### src/rtl/a2d_scanner.sv
// rtl/a2d_scanner.sv - round-robin A2D channel scanner with per-channel averaging
// Drives the A2D SPI request handshake and keeps the latest channel averages readable.
module a2d_scanner #(
  parameter int NUM_CH   = 8,
  parameter int AVG_LOG2 = 2,
  parameter int GAP      = 16,
  parameter int TMO      = 4096
) (
  input  logic        clk,
  input  logic        rst_n,
  input  logic        en,
  output logic        strt_cnv,
  output logic [2:0]  chnnl,
  input  logic        cnv_cmplt,
  input  logic [11:0] res,
  input  logic [2:0]  rd_chnnl,
  output logic [11:0] rd_data,
  output logic        scan_done,
  output logic        vld,
  output logic        err
);

  localparam int              ACC_W    = 12 + AVG_LOG2;
  localparam int              TW       = $clog2(TMO + 1);
  localparam logic [2:0]      LAST_CH  = 3'(NUM_CH - 1);
  localparam logic [4:0]      LAST_SMP = 5'((1 << AVG_LOG2) - 1);
  localparam logic [TW-1:0]   TMO_HIT  = TW'(TMO - 2);
  localparam logic [15:0]     GAP_LD   = 16'(GAP);
  localparam logic [7:0]      LOW_MASK = 8'((1 << (NUM_CH - 1)) - 1);

  typedef enum logic [2:0] {IDLE, START, WAIT, ACCUM, NEXT, HOLD} state_t;

  state_t           state;
  logic [2:0]       chan;
  logic [4:0]       smp;
  logic [ACC_W-1:0] acc;
  logic [15:0]      gap_cnt;
  logic [TW-1:0]    tmo_cnt;
  logic [7:0]       stored;
  logic [11:0]      regs [8];

  assign chnnl = chan;

  // strt_cnv is raised on every transition into START, so it is high exactly while in START.
  always_ff @(posedge clk or negedge rst_n) begin
    if (!rst_n) begin
      state     <= IDLE;
      strt_cnv  <= 1'b0;
      scan_done <= 1'b0;
      vld       <= 1'b0;
      err       <= 1'b0;
      rd_data   <= '0;
      chan      <= '0;
      smp       <= '0;
      acc       <= '0;
      gap_cnt   <= '0;
      tmo_cnt   <= '0;
      stored    <= '0;
      for (int i = 0; i < 8; i++) regs[i] <= '0;
    end else begin
      strt_cnv  <= 1'b0;
      scan_done <= 1'b0;
      rd_data   <= (rd_chnnl <= LAST_CH) ? regs[rd_chnnl] : '0;
      case (state)
        IDLE: begin
          if (en) begin
            chan     <= '0;
            strt_cnv <= 1'b1;
            state    <= START;
          end
        end
        START: begin
          tmo_cnt <= '0;
          state   <= WAIT;
        end
        WAIT: begin
          if (cnv_cmplt) begin
            acc   <= acc + ACC_W'(res);
            state <= ACCUM;
          end else if (tmo_cnt == TMO_HIT) begin
            err       <= 1'b1;
            acc       <= '0;
            smp       <= '0;
            scan_done <= (chan == LAST_CH);
            state     <= NEXT;
          end else begin
            tmo_cnt <= tmo_cnt + 1'b1;
          end
        end
        ACCUM: begin
          if (smp != LAST_SMP) begin
            if (en) begin
              smp      <= smp + 1'b1;
              strt_cnv <= 1'b1;
              state    <= START;
            end else begin
              acc   <= '0;
              smp   <= '0;
              state <= IDLE;
            end
          end else begin
            regs[chan]   <= acc[AVG_LOG2 +: 12];
            acc          <= '0;
            smp          <= '0;
            stored[chan] <= 1'b1;
            if (chan == LAST_CH && (stored & LOW_MASK) == LOW_MASK) vld <= 1'b1;
            scan_done    <= (chan == LAST_CH);
            state        <= NEXT;
          end
        end
        NEXT: begin
          if (!en) begin
            state <= IDLE;
          end else if (chan != LAST_CH) begin
            chan     <= chan + 1'b1;
            strt_cnv <= 1'b1;
            state    <= START;
          end else begin
            chan    <= '0;
            gap_cnt <= GAP_LD;
            state   <= HOLD;
          end
        end
        HOLD: begin
          if (!en) begin
            state <= IDLE;
          end else if (gap_cnt <= 16'd1) begin
            gap_cnt  <= '0;
            strt_cnv <= 1'b1;
            state    <= START;
          end else begin
            gap_cnt <= gap_cnt - 1'b1;
          end
        end
        default: state <= IDLE;
      endcase
    end
  end

endmodule

### config.mk
export PLATFORM = sky130hd
export DESIGN_NAME = a2d_scanner
export DESIGN_NICKNAME = d
export VERILOG_FILES = /design/src/rtl/a2d_scanner.sv
export SDC_FILE = /design/constraint.sdc
export NUM_CORES = 1
export LEC_CHECK = 0
export ABC_AREA = 1
export CORE_ASPECT_RATIO = 1.2
export CORE_MARGIN = 2
export CORE_UTILIZATION = 30
export DETAILED_ROUTE_END_ITERATION = 16
export PLACE_DENSITY = 0.5
export SLEW_MARGIN = 15
export SYNTH_ARGS = -nofsm -noshare
export SYNTH_HDL_FRONTEND = slang
export SYNTH_SLANG_ARGS = --single-unit
### constraint.sdc
create_clock -name clk -period 1.8 [get_ports clk]
set_input_delay 0.18 -clock clk [delete_from_list [all_inputs] [get_ports clk]]
set_output_delay 0.18 -clock clk [all_outputs]
set_load 0.005 [all_outputs]
==> impl_results.md <==
- Die span in x: 160 um
- Type of the tightest min-delay check: input pin to asynchronous set/reset pin
- Critical path peak fanout: 4
- Die area: between 30,000 and 40,000 um2
- Worst Path Required: 2.11 ns
- Fin crit period: ~1.7 ns
- FMAX: just under 600 MHz
- Setup repair after global routing missed its margin: false
- Crit path launch: acc[0]$_DFFE_PN0P_
- Post-Synth XOR/XNOR Area: 0.0210
- CTS tree: yes
- Drt initial violations: 370
- Fin crit share: 0.942
- Synth Area in Adders: 0.0294
- Root buffer cell: clkbuf_16
- Synth Instances: roughly 1,100
- CORE AREA: roughly 29,000 um2
- Post-DRT Antenna Nets: 0
- Total gr overflow: 0
- Number of fill cells in the layout: about 3,100
- Power Total: 12.4 mW
- Crit path kind: flop to flop
- Most common flop cell mapped by yosys: dfrtp_1
- Most common cell in the netlist: nand2_1
- R2r startpoint: acc[0]$_DFFE_PN0P_
- # diodes: 0
- Crit. End Element: flop
- Synth top area share: 0.494
- Fin. Hold Viols: 0
- Placed cell area: approximately 10000 um2
- Worst slew pin tran: roughly 0.44 ns
- Initial core utilization: 0.304
- Yosys warns: 0
- Synth Area in Simple Gates: 0.252
- Startpoint types: flop
- WL/cell: approximately 14 um
- Post-Syn Area: 8760 um2
- Final setup violation count: 0
- MaxCap Viol Count: 0
- Mux contribution to synthesized area: 0
- Synth Register Bits: between 150 and 200
- Leak pwr: roughly 5 nW
- Residual DRC: 0
- Design Area, Final: about 11,000 um2
- Clock buffer depth: 2
- Synthesized-area fraction occupied by ao, oa, aoi and oai cells: 0.135
- CP Data Arrival Time: between 2 and 2.5 ns
- Largest family of logic cells by synthesized area: simple AND/OR/NAND/NOR gates
- Die H: between 150 and 200 um
- Peak supply drop: roughly 0.58 mV
- Initial antenna violation count: 0
- FF-to-FF End: acc[4]$_DFFE_PN0P_
- R2R Setup Slk: between 0.1 and 0.15 ns
- Final Max Tran Viols: 0
- Clock slew at reported path FFs: approximately 0.070 ns
- EDFF count, synth: 0
- Fin nets: approximately 1,200
- Syn_nets: approximately 1,100
- DR vias: just over 7,000
- Top cells by instance count after synthesis: nand2_1 (272), dfrtp_1 (173), nor2_1 (159)
- DR vias/cell: 4.58
- Distinct cells, synth: 39
- Area Growth Syn to Fin: 21.4%
- GR Util All Layers: 0.153
- Number of global-route vias before repair: 7,243
- Pwr/cell area: roughly 1200 nW/um2
- Number of cell rows: 68
- Largest net degree at the start of global routing: 52
- Routed wire length: approximately 22,000 um
- I/O pin count: 38
- CTS Buf Count: 17
- Ys async rst share: 1.00
- Clock sink count: 173
- Leading area contributor after synthesis: dfrtp_1
- Hpwl dp: ~15,000 um
- Max_slew headroom: 0.705
- Placer Congestion: roughly 0.84
- Post-synthesis area per instance: ~8.1 um2
- Worst R2R Path Depth: 7
- Clock latency on the worst-skew pair: 0.43 ns
- Seq/Total Area, Yosys: 0.494
- IO Port Bufs: 37
- Fraction of layout cells with a size suffix above 1: 0.122
- Detailed-router iteration count before antenna repair: 5
- Clock Skew: 0.00770 ns
- First-pass GRT wire length: between 30,000 and 40,000 um
- Htree depth: 4
- Area contributors post-synth: dfrtp_1 (49%), nand2_1 (12%), nor2_1 (6.8%)
- Outcome: complete, no violations
[power breakdown]
group          switching, mW  internal (mW)  total [mW]  leakage (nW)
clock                   1.69           1.98        3.68         0.288
sequential             0.374           4.34        4.71          2.36
combinational           2.48           1.52        4.00          2.46
[layer usage]
metal	track usage	part of all wire	up-vias
li1	-	-	3682
met5	0	0	-
met1	0.196	0.48	3395
met2	0.271	0.50	74
met3	0.0250	0.021	13
met4	0.0374	0.0075	0
[cell type report]
type,instances,area (um2),share of cell area
repair buffers,106,1040,0.0976
clock inverters,13,131,0.0124
well taps,385,482,0.0453
flip-flops and latches,173,4330,0.407
multi-input cells,777,3860,0.363
inverters,92,348,0.0327
clock buffers,19,443,0.0417
[layout by cell type (no fill, tap or decap), types with 4 or more instances in the layout]
cell type          n
ha_1              18
dfrtp_1          172
nand2_2            4
nand3_1           47
xnor2_1            5
buf_4             56
nand2_1          272
a31oi_1           12
clkdlybuf4s50_1   35
buf_12            12
o21ai_2           14
a21o_1             4
o21ai_1           44
a21oi_1            9
nor3_1             8
inv_1             89
o22ai_1           13
clkbuf_16         17
nor2_1           159
o21ai_0          114
nand2_4            6
nand4_1           11
xor2_1            16
[state kept, by name, indices dropped and copies added, names as in the netlist]
signal and cells:
rd_data 12, smp 5, acc 14, vld 1, scan_done 1, tmo_cnt 13
strt_cnv 1, state 3, chnnl 3, err 1, gap_cnt 16, regs 96
stored 7
[metrics by stage]
stage | cells | utilization | setup WS [ns] | hold WS (ns) | TNS, ns
global route | 1565 | 0.370 | 0.0112 | 0.264 | 0
floorplan | 1081 | - | 0.0530 | -0.116 | 0
global placement | 1530 | 0.347 | -0.201 | 0.138 | -0.956
CTS | 1563 | 0.368 | 0.00142 | 0.252 | 0
detailed placement | 1530 | 0.347 | -0.228 | 0.142 | -1.13
finish | 1565 | 0.370 | 0.104 | 0.246 | 0
[kinds of logic after synthesis]
logic type      count (synthesis)
flops                         173
compound gates                215
fa+ha+maj                      20
simple gates                  521
xor+xnor                       21
buf+inv                       131
[how the worst max path moves through the flow]
stage	to	slack (ns)	cells past startpoint
after floorplan	gap_cnt[11]$_DFFE_PN0P_	0.05	8
after CTS	regs[54]$_DFFE_PN0P_	0.001	7
after detailed placement	acc[6]$_DFFE_PN0P_	-0.23	9
after global placement	acc[8]$_DFFE_PN0P_	-0.20	10
after global routing	acc[5]$_DFFE_PN0P_	0.01	8
final	acc[4]$_DFFE_PN0P_	0.10	7
[critical path: stages, from the launching register on]
cell and delay, ns:
dfrtp_1 0.38, ha_1 0.23, fa_2 0.36, nand3_1 0.09, nand3_2 0.11, buf_4 0.16, xnor2_1 0.15, o21ai_0 0.10
[what timing repair did]
| item | 4_1_cts | 5_1_grt |
|---|---|---|
| resized for setup | 0 | 8 |
| hold buffers | 1 | 0 |
| endpoints found under the hold margin | 37 | 0 |
| buffers inserted | 0 | 2 |
| endpoints found under the setup margin | 0 | 116 |
(Power assumes the default switching activity.)
